### src/rtl/register_arbiter.sv
// Purpose : round-robin write arbiter sharing one enable-gated WIDTH-bit register among N requesters,
//           with a bounded lock for multi-cycle exclusive ownership.
// Latency : 1 cycle; req/lock/wdata sampled at edge t drive gnt/reg_en/reg_d after edge t.
// Backpres: none toward the register; a requester simply keeps req high until it sees its gnt bit.
//
// Ports:
//   clk, rst        rising-edge clock, asynchronous active-low reset
//   req[N]          per-requester write request (level)
//   lock[N]         per-requester hold request, only honoured for the winner / current owner
//   wdata[N*WIDTH]  requester i data in bits [i*WIDTH +: WIDTH]
//   gnt[N]          registered one-hot grant
//   reg_en, reg_d   registered enable/data pair to the shared register
//   owner           index of current grantee (meaningful while busy=1)
//   busy            high while any gnt bit is high

module register_arbiter #(
    parameter int N        = 4,
    parameter int WIDTH    = 8,
    parameter int MAX_HOLD = 4
) (
    input  logic                          clk,
    input  logic                          rst,
    input  logic [N-1:0]                  req,
    input  logic [N-1:0]                  lock,
    input  logic [N*WIDTH-1:0]            wdata,
    output logic [N-1:0]                  gnt,
    output logic                          reg_en,
    output logic [WIDTH-1:0]              reg_d,
    output logic [((N > 1) ? $clog2(N) : 1)-1:0] owner,
    output logic                          busy
);

    localparam int OW = (N > 1) ? $clog2(N) : 1;
    localparam int CW = $clog2(MAX_HOLD + 1);
    localparam logic [CW-1:0] HOLD_MAX = CW'(MAX_HOLD);
    localparam logic [OW-1:0] LAST_IDX = OW'(N - 1);

    typedef enum logic {
        S_ARB  = 1'b0,
        S_HOLD = 1'b1
    } state_t;

    // ------------------------------------------------------------------
    // State
    // ------------------------------------------------------------------
    state_t           state_q,    state_d;
    logic [N-1:0]     gnt_q,      gnt_d;
    logic [OW-1:0]    owner_q,    owner_d;
    logic             reg_en_q,   reg_en_d;
    logic [WIDTH-1:0] reg_d_q,    reg_d_d;
    logic             busy_q,     busy_d;
    logic [OW-1:0]    ptr_q,      ptr_d;
    logic [CW-1:0]    hold_cnt_q, hold_cnt_d;

    // ------------------------------------------------------------------
    // Per-requester data view
    // ------------------------------------------------------------------
    logic [WIDTH-1:0] wdata_arr [N];

    for (genvar gi = 0; gi < N; gi++) begin : g_wdata
        assign wdata_arr[gi] = wdata[gi*WIDTH +: WIDTH];
    end

    // ------------------------------------------------------------------
    // Round-robin winner search
    // The current grantee is masked so a non-locked requester can never
    // win two edges in a row; this is what gives a lone requester its
    // every-other-cycle grant pattern.
    // ------------------------------------------------------------------
    logic [N-1:0]  cand;
    logic          win_vld;
    logic [OW-1:0] win_idx;
    logic [OW-1:0] win_next;

    assign cand = req & ~gnt_q;

    always_comb begin : p_scan
        logic [OW:0] pos;
        win_vld = 1'b0;
        win_idx = '0;
        pos     = '0;
        for (int k = 0; k < N; k++) begin
            // pointer + k, wrapped modulo N (N need not be a power of two)
            pos = {1'b0, ptr_q} + (OW+1)'(k);
            if (pos >= (OW+1)'(N)) begin
                pos = pos - (OW+1)'(N);
            end
            if (!win_vld && cand[pos[OW-1:0]]) begin
                win_vld = 1'b1;
                win_idx = pos[OW-1:0];
            end
        end
    end

    assign win_next = (win_idx == LAST_IDX) ? '0 : win_idx + OW'(1);

    // ------------------------------------------------------------------
    // Next-state logic
    // ------------------------------------------------------------------
    logic do_arb;

    always_comb begin
        state_d    = state_q;
        gnt_d      = gnt_q;
        owner_d    = owner_q;
        reg_en_d   = 1'b0;
        reg_d_d    = reg_d_q;
        ptr_d      = ptr_q;
        hold_cnt_d = hold_cnt_q;
        do_arb     = 1'b0;

        if (state_q == S_HOLD) begin
            // Owner drops lock, or has used its full allowance: release and
            // re-arbitrate on this same edge with the owner masked.
            if (!lock[owner_q] || (hold_cnt_q == HOLD_MAX)) begin
                do_arb = 1'b1;
            end else begin
                hold_cnt_d = hold_cnt_q + CW'(1);
                // Ownership is kept even if the owner is idle this cycle;
                // only the write itself is suppressed.
                reg_en_d   = req[owner_q];
                if (req[owner_q]) begin
                    reg_d_d = wdata_arr[owner_q];
                end
            end
        end else begin
            do_arb = 1'b1;
        end

        if (do_arb) begin
            state_d    = S_ARB;
            hold_cnt_d = '0;
            if (win_vld) begin
                gnt_d          = '0;
                gnt_d[win_idx] = 1'b1;
                owner_d        = win_idx;
                reg_en_d       = 1'b1;
                reg_d_d        = wdata_arr[win_idx];
                ptr_d          = win_next;
                // The entry cycle counts as the first held cycle.
                if (lock[win_idx]) begin
                    state_d    = S_HOLD;
                    hold_cnt_d = CW'(1);
                end
            end else begin
                gnt_d = '0;
            end
        end

        busy_d = |gnt_d;
    end

    // ------------------------------------------------------------------
    // Registers
    // ------------------------------------------------------------------
    always_ff @(posedge clk or negedge rst) begin
        if (!rst) begin
            state_q    <= S_ARB;
            gnt_q      <= '0;
            owner_q    <= '0;
            reg_en_q   <= 1'b0;
            reg_d_q    <= '0;
            busy_q     <= 1'b0;
            ptr_q      <= '0;
            hold_cnt_q <= '0;
        end else begin
            state_q    <= state_d;
            gnt_q      <= gnt_d;
            owner_q    <= owner_d;
            reg_en_q   <= reg_en_d;
            reg_d_q    <= reg_d_d;
            busy_q     <= busy_d;
            ptr_q      <= ptr_d;
            hold_cnt_q <= hold_cnt_d;
        end
    end

    assign gnt    = gnt_q;
    assign owner  = owner_q;
    assign reg_en = reg_en_q;
    assign reg_d  = reg_d_q;
    assign busy   = busy_q;

    // ------------------------------------------------------------------
    // Invariants
    // ------------------------------------------------------------------
    a_gnt_onehot : assert property (@(posedge clk) disable iff (!rst) $onehot0(gnt_q));
    a_en_needs_gnt : assert property (@(posedge clk) disable iff (!rst) reg_en_q |-> (|gnt_q));
    a_busy_match : assert property (@(posedge clk) disable iff (!rst) busy_q == (|gnt_q));
    a_hold_bound : assert property (@(posedge clk) disable iff (!rst) hold_cnt_q <= HOLD_MAX);

endmodule

### config.mk
export PLATFORM = sky130hd
export DESIGN_NAME = register_arbiter
export DESIGN_NICKNAME = d
export VERILOG_FILES = /design/src/rtl/register_arbiter.sv
export SDC_FILE = /design/constraint.sdc
export NUM_CORES = 1
export LEC_CHECK = 0
export ABC_AREA = 1
export BUFFER_PORTS_ARGS = -buffer_cell sky130_fd_sc_hd__buf_4
export CAP_MARGIN = 30
export CORE_MARGIN = 3
export CORE_UTILIZATION = 47
export CTS_CLUSTER_DIAMETER = 30
export CTS_CLUSTER_SIZE = 20
export DETAILED_ROUTE_END_ITERATION = 10
export GPL_TIMING_DRIVEN = 1
export PLACE_DENSITY = 0.76
export SYNTH_ARGS = -nofsm -noshare
export SYNTH_HDL_FRONTEND = slang
export SYNTH_SLANG_ARGS = --single-unit
### constraint.sdc
create_clock -name clk -period 1.9 [get_ports clk]
set_clock_uncertainty 0.2 [all_clocks]
set_input_delay 0.19 -clock clk [delete_from_list [all_inputs] [get_ports clk]]
set_output_delay 0.19 -clock clk [all_outputs]
set_load 0.005 [all_outputs]
Word-level counts from Yosys, hierarchy flattened
Index checks and enable logic that the tools add are counted.

Bits in registers: 22. Bits of input ports: 42. Output and inout bits: 16. Logic and storage cells: 105.

Add/subtract/negate cells: 9. $lt $le $gt $ge: 13. Equal/unequal tests: 3. Multiplexer cells: 55. Bitwise logic cells: 4. Reduce and logical (&&, ||, !) cells: 13.

Operators by type and width (number): $mux W8 (9); $bmux W8 S2 (2); $mux W1 (22); $lt A2 B3 Y1 const B (6); $mux W2 (9); $ge A3 B3 Y1 const B (5); $bmux W1 S2 (7); $mux W3 (3); $mux W4 (2); $sub A2 B1 Y2 const B (4); $add A2 B2 Y3 const B (2); $not A2 Y3 (2); $and A4 B4 Y4 (1); $logic_and A1 B1 Y1 (4); $logic_not A1 Y1 (4); $not A4 Y4 (1); $reduce_and A2 Y1 (2); $reduce_or A4 Y1 (1); $add A2 B1 Y3 const B (1); $add A3 B1 Y3 const B (1); $eq A3 B3 Y1 const B (1); $ge A2 B3 Y1 const B (1); $add A2 B1 Y2 const B (1); $demux W1 S2 (1); 5 further kinds (5).

Longest topological paths before layout
Gate-level depths: netlist (run 1).

Word-level depth: 21. Gate-level depth with buffers: 16. Depth with buffers taken out: 14.

Least setup slack after synthesis (run 1)
No wires, ideal clock.

Kind: register to register. Start: register ptr_q[0]. End: register busy_q, in the netlist busy. Setup time: 119 ps. Arrival: 1741 ps. Required time: 1581 ps. Path slack: -160 ps. Cell stages (with the launch flop): 16. Buffers on the path: 2. Clock period less this slack: 2060 ps. Cells stage by stage: dfrtp_1 > buf_6 > inv_6 > nand2_1 > nand2_1 > nand3_2 > nand2_2 > nand4_1 > nand2_2 > nand2_4 > buf_6 > ha_1 > nand2_1 > o21ai_1 > nor2_1 > nand2_1.

Cells in the longest elaborated chain, start to end: 21. Elaborated cells between the ends (all ways): 45. Those cells by class: add/sub (7); order compare (6); mux (24); reduce/logical (8).

RTL lines: start: declaration (line 52) `logic [OW-1:0] ptr_q, ptr_d;`; start signal: assignment (line 173) `ptr_q <= ptr_d;`; branches (longest 18 deep; another with $add A2 B1 Y3); $mux W4 * (line 133) `if (win_vld) begin`; $mux W4 * (line 130) `if (do_arb) begin`; net gnt_d[2] (line 47) `logic [N-1:0] gnt_q, gnt_d;`; $reduce_or A4 Y1 * (line 150) `busy_d = |gnt_d;`; net busy_d (line 51) `logic busy_q, busy_d;`; end signal: assignment (line 172) `busy_q <= busy_d;`; end: declaration (line 51).

Mark *: on every way through the listed nets, which the timed path passes. The select of a mux whose other input is x is not followed. A chain may end at the register's enable or synchronous reset.

Worst setup path in the final report (run 1)
Ends and elaborated chain as after synthesis.

==> flow_summary.toml, run 1 <==
[synthesis]
async_flop_share_pct = 100
synth_area_per_cell_um2 = 6.26
yosys_warnings = 0
ys_seq_elements = 22
ys_seq_area_share_pct = 27.2
synth-edff-count = 0
synthesis.nets = 368
ys_types = 28
syn_inst = 323
ys.flop_type = "dfrtp_1"
syn-cell-area_um2 = 2020

[power_and_ir_drop]
leakage_nw = 1.64
worst_ir_drop_vdd_mv = 1.13
p_sw_mw = 3.34
p_per_area_nw_per_um2 = 2300
p_int_mw = 3.49
pwr-share-clk_pct = 6.6
pwr-share-seq_pct = 13.6
swShare_pct = 48.9
comb_power_share_pct = 79.9

[sta]
finalCriticalPeriod_ns = 2.14
finalMaxSlewViolations = 0
fmax_ghz = 0.467
relSlewSlack_pct = 79.7
finalCritPeriodShare_pct = 113
setup_viol = 20
rsz0062_at_grt = "yes"
setup_ws_ns = -0.244
max_slew.worst_pin.slew_ns = 0.305
hold_ws_ns = 0.00178
finalHoldViolCount = 0

[place]
dp.cells = 451
dp_hpwl_mm = 4.49
dp_slack_ns = -0.269
gp_congestion = 0.937
portBuffers = 57

[layout]
stdcell_count = 464
layout_commonest_cell = "buf_4"
diodes = 0
final_nets = 460
layout-drive-gt1-share_pct = 36.2
layout_common_cells = "buf_4, nand2_1, nand3_1"
synthToLayoutAreaGrowth_pct = 46.8

[floorplan]
initial_utilization_pct = 49.5
die-area_um2 = 5130
die_x_um = 71.6
die_h_um = 71.6
pin_count = 58
num_rows = 23
core_area_um2 = 4090

[setup_path]
r2r_slack_ns = -0.24
crit_family = "simple AND/OR/NAND/NOR gates"
worstPathArrival_ns = 2.11
crit_slowest_cell = "dfrtp_2"
crit_buf_inv = 2
path_class = "register to register"
end_kind = "register"
start_kind = "register"
worstReg2RegEnd = "busy$_DFF_PN0_"
reg2reg_depth = 13
worst_path_most_repeated_cell = "nand2_2"
crit_chain = "clkinv_4 > nand2_1 > nand2_2 > nand3_2 > nand2_4 > nand2_2 > nor3_4 > nor2_4 > buf_4 > nand2_2 > o21ai_2 > nor2_1 > nand2_1"
cpPeakStageDelay_ns = 0.49
worstPathRequired_ns = 1.86
worst-path-max-fanout = 8
r2r-start = "ptr_q[0]$_DFFE_PN0P_"

[min_path]
hold_path.class = "input port to register"
holdPathEnd = "hold_cnt_q[0]$_DFFE_PN0P_"
worstHoldPathCells = 3
hp-start = "lock[3]"

[detailed_routing]
drc_errors = 0
drtIter0Drc = 162
post_drt_via_cell_ratio = 5.14
drtAntennaViolNets = 0
dr.pass1.iters = 4
wl_per_cell_um = 12.9
routed_wl_mm = 6.00
vias = 2387

[clock_network]
htree_levels = 1
path_clk_slew_ns = 0.08
ctsLongestPathBuffers = 2
cts_tree = "built"
clock_latency_ns = 0.27
cts_root_buf = "clkbuf_8"
cts_inserted_buffers = 3
cts_num_sinks = 22

[grt]
grt_overflow_total = 0
grt_pass1_wl_mm = 9.74
grt_max_degree = 23
antenna_found_initial = 0
first_global_vias = 2183
track_usage_pct = 23.4

[outcome]
status = "complete, but fails checks"
violations = "negative setup slack"

[job]
max_cap_viol_count = 0
==> stage by stage <==
step / util (%) / instance area (um^2) / total power, mW / setup TNS (ns)
floorplan: - / 2050 / 4.04 / -0.235
global placement: 66.7 / 2730 / 5.60 / -2.43
detailed placement: 66.7 / 2730 / 5.72 / -3.32
CTS: 70.1 / 2860 / 6.44 / -2.04
global route: 72.6 / 2970 / 7.45 / -5.24
finish: 72.6 / 2970 / 6.83 / -2.85
==> state kept, by name (all words and copies together), names as in the netlist <==
name	flops
reg_d	8
gnt	4
hold_cnt_q	3
owner	2
ptr_q	2
busy	1
reg_en	1
state_q	1
==> synth_stat cells (2+ instances only) <==
cell type,count,area share (%)
nand2_1,79,15
nand3_1,57,14
inv_1,49,9.1
dfrtp_1,22,27
a21oi_1,21,5.2
o21ai_0,20,5.0
nor2_1,16,3.0
nand2_2,9,2.8
nand3_2,6,3.0
buf_6,5,2.8
o21ai_1,5,1.2
buf_2,4,0.99
clkbuf_1,4,0.74
inv_2,4,0.74
nor2_2,4,1.2
ha_1,3,1.9
or2_1,3,0.93
nand4_1,2,0.62
==> power by group through the flow <==
stage                     registers (mW)  logic (mW)  clock network, mW
after detailed placement           0.919        4.80                  0
after global placement             0.916        4.69                  0
final                              0.926        5.46              0.449
after CTS                          0.923        5.07              0.451
after global routing               0.950        6.03              0.474
after floorplan                    0.872        3.17                  0
==> worst min-delay path, delay by kind of cell <==
| kind | cells | cell delay (ns) |
|---|---|---|
| AOI/OAI and AO/OA | 1 | 0.09 |
| buffers and inverters | 1 | 0.09 |
| and+or+nand+nor | 1 | 0.06 |
==> worst max path at each step <==
stage	cells past startpoint	slack, ns	startpoint	endpoint
2_1_floorplan	15	-0.13	ptr_q[0]$_DFFE_PN0P_	busy$_DFF_PN0_
3_3_place_gp	12	-0.21	ptr_q[1]$_DFFE_PN0P_	busy$_DFF_PN0_
3_5_place_dp	14	-0.27	ptr_q[0]$_DFFE_PN0P_	busy$_DFF_PN0_
4_1_cts	13	-0.19	ptr_q[0]$_DFFE_PN0P_	busy$_DFF_PN0_
5_1_grt	12	-0.37	ptr_q[0]$_DFFE_PN0P_	busy$_DFF_PN0_
6_report	13	-0.24	ptr_q[0]$_DFFE_PN0P_	busy$_DFF_PN0_
==> area by class of cell <==
type                       instances  area [um^2]
clock buffer                       3         41.3
inverter                          55          216
timing repair buffer             101          797
sequential                        22          553
clock inverter                     1         30.0
multi-input combinational        232         1270
tap                               50         62.6
fill                             333         1120
==> cell families after synthesis <==
family	after synthesis	synth area share, %
flip-flops	22	27.2
AO/OA/AOI/OAI	49	12.8
buffers and inverters	69	15.5
adder cells (fa/ha/maj)	3	1.86
AND/OR/NAND/NOR	179	42.2
XOR/XNOR	1	0.433
==> metal layers <==
layer,track usage [%],share of wire [%]
met5,0,0
met3,4.21,7.6
met1,31.1,43
met2,38.5,48
met4,7.93,1.7
==> repair_timing <==
item / CTS / global route
pin swaps: 2 / 8
hold buffers: 1 / 0
endpoints found under the hold margin: 22 / 0
buffers inserted: 2 / 6
endpoints found under the setup margin: 20 / 20
gates resized for setup: 10 / 15
Note: power is estimated with default switching activity, not from simulation.
==> run 2, diff against run 1 <==
--- a/config.mk
+++ b/config.mk
@@ -5,11 +5,10 @@
 export SDC_FILE = /design/constraint.sdc
 export NUM_CORES = 1
 export LEC_CHECK = 0
-export ABC_AREA = 1
 export BUFFER_PORTS_ARGS = -buffer_cell sky130_fd_sc_hd__buf_4
 export CAP_MARGIN = 30
 export CORE_MARGIN = 3
-export CORE_UTILIZATION = 47
+export CORE_UTILIZATION = 45
 export CTS_CLUSTER_DIAMETER = 30
 export CTS_CLUSTER_SIZE = 20
 export DETAILED_ROUTE_END_ITERATION = 10
==> run 2 against run 1 <==
  * The flow still finishes with violations (negative setup slack)
  * Utilization increased by 3.1 points
  * Sequential power decreased by 9.8%
  * Flip-flop and latch count unchanged
  * First-iteration DRC count decreased by 36%
  * Largest cell class unchanged
  * Largest power group unchanged
==> flow_summary.toml, run 2 <==
[layout]
layout_common_cells = "buf_4, dfrtp_1, nand2_1"
final_nets = 295
largest_reg_flops = 8
stdcell_count = 295
layout-drive-gt1-share_pct = 57.0
synthToLayoutAreaGrowth_pct = 57.6
stdcell_area_um2 = 2610
layout_commonest_cell = "buf_4"
diodes = 0

[setup_path]
r2r_slack_ns = -0.22
worstPathArrival_ns = 2.11
reg2reg_depth = 7
r2r-start = "gnt[0]$_DFF_PN0_"
end_kind = "register"
path_class = "register to register"
worstReg2RegEnd = "hold_cnt_q[0]$_DFFE_PN0P_"
worst-path-max-fanout = 10
start_kind = "register"
worstPathRequired_ns = 1.89
crit_start = "gnt[0]$_DFF_PN0_"

[grt]
track_usage_pct = 25.1
grt_pass1_wl_mm = 8.39
first_global_vias = 1766
antenna_found_initial = 0
grt_max_degree = 23
grt_overflow_total = 0

[clock_network]
cts_root_buf = "clkbuf_8"
ctsLongestPathBuffers = 2
clock_latency_ns = 0.27
cts_num_sinks = 22
htree_levels = 1
path_clk_slew_ns = 0.09
cts_inserted_buffers = 3
cts_tree = "built"

[sta]
final.setup.tns_ns = -2.47
fmax_ghz = 0.471
finalHoldViolCount = 0
setup_viol = 17
relSlewSlack_pct = 66.8
finalCritPeriodShare_pct = 112
rsz0062_at_grt = "yes"
finalMaxSlewViolations = 0
setup_ws_ns = -0.223
max_slew.worst_pin.slew_ns = 0.495
finalCriticalPeriod_ns = 2.12

[synthesis]
synth_most_common_cell = "dfrtp_1"
synth-edff-count = 0
yosys_warnings = 0
ys_types = 43
ys_seq_area_share_pct = 33.3
ys.flop_type = "dfrtp_1"
syn_inst = 160
yosys-top-cells-area = "dfrtp_1, mux4_2, mux2i_1, o211a_1, mux2_2"
netlist.area_leader.share_pct = 33.3
synth_area_per_cell_um2 = 10.3
synthDominantAreaCellType = "dfrtp_1"
ys_seq_elements = 22
yosys-top-cells-count = "dfrtp_1, nand2_1, o21ai_0"
syn-cell-area_um2 = 1650
async_flop_share_pct = 100
synthesis.nets = 205

[place]
dp.cells = 286
placement.cell_area_um2 = 2350
dp_hpwl_mm = 3.88
gp_congestion = 0.839
portBuffers = 57

[outcome]
violations = "negative setup slack"
status = "complete, but fails checks"

[floorplan]
core_area_um2 = 3440
die_h_um = 66.6
pin_count = 58
initial_utilization_pct = 48.1
die_x_um = 66.6
num_rows = 21
die-area_um2 = 4440

[min_path]
hold_path.class = "input port to register"
holdPathEnd = "reg_d[2]$_DFF_PN0_"
worstHoldPathCells = 3
hp-start = "wdata[10]"

[detailed_routing]
drc_errors = 0
wl_per_cell_um = 18.8
post_drt_via_cell_ratio = 5.96
drtAntennaViolNets = 0
vias = 1757
routed_wl_mm = 5.56
dr.pass1.iters = 4
drtIter0Drc = 103

[job]
max_cap_viol_count = 0

[power_and_ir_drop]
fin_total_pwr_mw = 4.40
leakage_nw = 1.24
p_per_area_nw_per_um2 = 1690
worst_ir_drop_vdd_mv = 0.828
-- run 2: layout make-up --
cell class / count / area [um^2]
Clock buffer: 3 / 41.3
Clock inverter: 1 / 30.0
Fill cell: 229 / 836
Inverter: 4 / 22.5
Multi-Input combinational cell: 122 / 1140
Sequential cell: 22 / 551
Tap cell: 46 / 57.6
Timing Repair Buffer: 96 / 759
Timing Repair inverter: 1 / 6.26
-- run 2: critical path, stage by stage, from the launching register on --
cell       delay, ns
dfrtp_1         0.38
nand3b_1        0.18
buf_4           0.15
a311o_1         0.37
buf_4           0.22
a2111oi_4       0.32
a221oi_2        0.08
o22ai_1         0.14
-- run 2: through the flow --
| step | utilization, % | setup slack (ns) | hold slack (ns) |
|---|---|---|---|
| 2_1_floorplan | - | -0.173 | -0.306 |
| 5_1_grt | 75.7 | -0.310 | 0.0865 |
| 3_5_place_dp | 68.3 | -0.298 | -0.0973 |
| 4_1_cts | 73.3 | -0.195 | 0.0855 |
| 6_report | 75.7 | -0.223 | 0.0841 |
| 3_3_place_gp | 68.2 | -0.348 | -0.104 |
-- run 2: repair_timing --
action                                  in CTS  in global routing
cloned                                       1                  0
hold buffers                                 1                  0
pin swaps                                    5                  6
buffers inserted                             2                  1
endpoints found under the setup margin      19                 19
endpoints found under the hold margin       22                  0
gates resized for setup                     19                 16
-- run 2: power breakdown --
part           internal [mW]  total (mW)  switching [mW]
logic                   1.66        3.11            1.44
registers              0.697       0.835           0.137
clock network          0.282       0.456           0.174
-- run 2: worst max path at each step --
stage / slack, ns / cells past startpoint / endpoint
after floorplan: -0.17 / 8 / reg_d[4]$_DFF_PN0_
after global placement: -0.35 / 5 / state_q$_DFFE_PN0N_
after detailed placement: -0.30 / 7 / hold_cnt_q[0]$_DFFE_PN0P_
after CTS: -0.20 / 7 / reg_d[6]$_DFF_PN0_
after global routing: -0.31 / 7 / hold_cnt_q[0]$_DFFE_PN0P_
final: -0.22 / 7 / hold_cnt_q[0]$_DFFE_PN0P_
-- run 2: cells by family (layout without fill, tap and decap cells) --
family,Yosys count,after routing,share of synthesized area [%]
xor+xnor,1,1,0.530
flops,22,22,33.3
compound gates,36,36,16.1
buf+inv,16,105,5.60
simple gates,55,55,17.7
fa+ha+maj,3,3,2.27
mux,27,27,24.5
-- run 2: routing by layer --
| metal | up-vias | global-route usage [%] | wire [um] |
|---|---|---|---|
| met5 | - | 0 | 0 |
| met4 | 0 | 7.87 | 80 |
| met3 | 8 | 2.36 | 381 |
| met2 | 79 | 44.6 | 2910 |
| met1 | 877 | 31.7 | 2190 |
| li1 | 793 | - | - |
==> run 3, diff against run 2 <==
--- a/config.mk
+++ b/config.mk
@@ -13,7 +13,7 @@
 export CTS_CLUSTER_SIZE = 20
 export DETAILED_ROUTE_END_ITERATION = 10
 export GPL_TIMING_DRIVEN = 1
-export PLACE_DENSITY = 0.76
+export PLACE_DENSITY = 0.75
 export SYNTH_ARGS = -nofsm -noshare
 export SYNTH_HDL_FRONTEND = slang
 export SYNTH_SLANG_ARGS = --single-unit
==> run 3 against run 2 <==
  * The run still ends with negative setup slack left
  * Sequential power rose by 2%
  * Clock power down 23%
  * Worst hold slack better by 0.016 ns
  * Critical path type unchanged
  * Critical path depth is 1 higher
  * Critical endpoint is now busy$_DFF_PN0_
  * Flip-flop and latch count stayed put
  * Die area stayed put
  * Final area is 2.9% higher
  * Combinational power increased by 6%
  * Routed wire length is 10% higher
  * Power increased by 2.4%
  * Highest routed layer unchanged
==> flow_summary.toml, run 3 (synthesis results as in run 2) <==
[clock_network]
cts_tree = "built"
ctsLongestPathBuffers = 2
cts_num_sinks = 22
cts_root_buf = "clkbuf_8"
htree_levels = 1
path_clk_slew_ns = 0.09
clock_latency_ns = 0.27
cts_inserted_buffers = 3

[detailed_routing]
routed_wl_mm = 6.12
post_drt_via_cell_ratio = 6.05
vias = 1834
wl_per_cell_um = 20.2
drc_errors = 0
drtAntennaViolNets = 0
dr.pass1.iters = 4
drtIter0Drc = 190

[floorplan]
pin_count = 58
initial_utilization_pct = 48.1
core_area_um2 = 3440
die-area_um2 = 4440
die_x_um = 66.6
die_h_um = 66.6
num_rows = 21

[layout]
layout-drive-gt1-share_pct = 57.6
multi_input_area_um2 = 1140
stdcell_area_um2 = 2680
post-route-util_pct = 77.9
layout_commonest_cell = "buf_4"
largest_reg_flops = 8
synthToLayoutAreaGrowth_pct = 62.2
final_nets = 303
diodes = 0
regArea_um2 = 552
layout_common_cells = "buf_4, dfrtp_1, nand2_1"
n_fill_cell = 216

[place]
gp_congestion = 0.847
dp_slack_ns = -0.260
dp_hpwl_mm = 4.09
placement.cell_area_um2 = 2380
portBuffers = 57

[setup_path]
crit_chain = "nand2b_4 > a311o_1 > nand2_4 > inv_6 > buf_6 > ha_4 > nor3b_2 > o22ai_1"
worst-path-max-fanout = 5
start_kind = "register"
r2r-start = "gnt[1]$_DFF_PN0_"
crit_family = "compound AO/OA/AOI/OAI gates"
end_kind = "register"
path_class = "register to register"
worstPathRequired_ns = 1.83
reg2reg_depth = 8
r2r_slack_ns = -0.21
crit_buf_inv = 2
critical_path_depth = 8
cpPeakStageDelay_ns = 0.43
worstPathArrival_ns = 2.04
worstReg2RegEnd = "busy$_DFF_PN0_"
crit_slowest_cell = "a311o_1"

[sta]
rsz0062_at_grt = "yes"
setup_ws_ns = -0.210
hold_ws_ns = 0.100
finalMaxSlewViolations = 0
setup_viol = 19
finalCritPeriodShare_pct = 111
relSlewSlack_pct = 72.5
finalCriticalPeriod_ns = 2.11
max_slew.worst_pin.slew_ns = 0.409
finalHoldViolCount = 0
fmax_ghz = 0.474

[power_and_ir_drop]
p_sw_mw = 1.84
pwr-share-clk_pct = 7.8
fin_total_pwr_mw = 4.50
pwr-share-seq_pct = 18.9
worst_ir_drop_vdd_mv = 0.798
p_per_area_nw_per_um2 = 1680
comb_power_share_pct = 73.2
p_int_mw = 2.66
swShare_pct = 41.0
leakage_nw = 1.29

[outcome]
violations = "negative setup slack"
status = "complete, but fails checks"

[grt]
first_global_vias = 1925
grt_max_degree = 23
antenna_found_initial = 0
grt_pass1_wl_mm = 8.88
track_usage_pct = 26.6
grt_overflow_total = 0

[min_path]
holdPathEnd = "reg_d[3]$_DFF_PN0_"
hold_path.class = "input port to register"
hp-start = "wdata[11]"
worstHoldPathCells = 3

[job]
max_cap_viol_count = 0
## run 3: what timing repair did
item / in CTS / in global routing
buffers inserted: 5 / 2
hold endpoints to repair: 22 / 0
hold buffers: 1 / 0
cloned: 1 / 2
pin swaps: 8 / 3
gates resized for setup: 19 / 13
setup endpoints to repair: 19 / 19
## run 3: worst max-delay path by stage
stage / startpoint / to
after global routing: gnt[0]$_DFF_PN0_ / busy$_DFF_PN0_
final: gnt[1]$_DFF_PN0_ / busy$_DFF_PN0_
after floorplan: owner[0]$_DFFE_PN0P_ / reg_d[4]$_DFF_PN0_
after CTS: owner[0]$_DFFE_PN0P_ / reg_d[1]$_DFF_PN0_
after detailed placement: gnt[1]$_DFF_PN0_ / busy$_DFF_PN0_
after global placement: gnt[0]$_DFF_PN0_ / busy$_DFF_PN0_
## run 3: worst min-delay path: cells and delay by family
family	cells	cell delay, ns
compound gates	1	0.14
buf+inv	1	0.08
mux	1	0.13
## run 3: final cells by class
class                   count  share of cell area (%)
multi-input cells         122                    42.6
repair buffers            104                    31.6
clock buffers               4                    2.05
inverters                   4                   0.746
flip-flops and latches     22                    20.6
well taps                  46                    2.15
repair inverters            1                   0.233
## run 3: through the flow
step	setup TNS [ns]	instances
6_report	-2.17	303
3_3_place_gp	-1.45	288
2_1_floorplan	-2.07	160
3_5_place_dp	-2.88	288
5_1_grt	-3.30	303
4_1_cts	-1.38	299
## run 3: power by group through the flow
stage / clock [mW] / combinational, mW / sequential [mW]
final: 0.353 / 3.30 / 0.852
after global routing: 0.376 / 3.51 / 0.867
after CTS: 0.354 / 2.96 / 0.840
after detailed placement: 0 / 2.71 / 0.852
after global placement: 0 / 2.60 / 0.841
after floorplan: 0 / 1.61 / 0.852
## run 3: metal layers
metal,wire (um),GRT usage [%]
met4,126,8.63
met2,3200,48.4
met1,2380,32.4
met3,416,2.70
met5,0,0
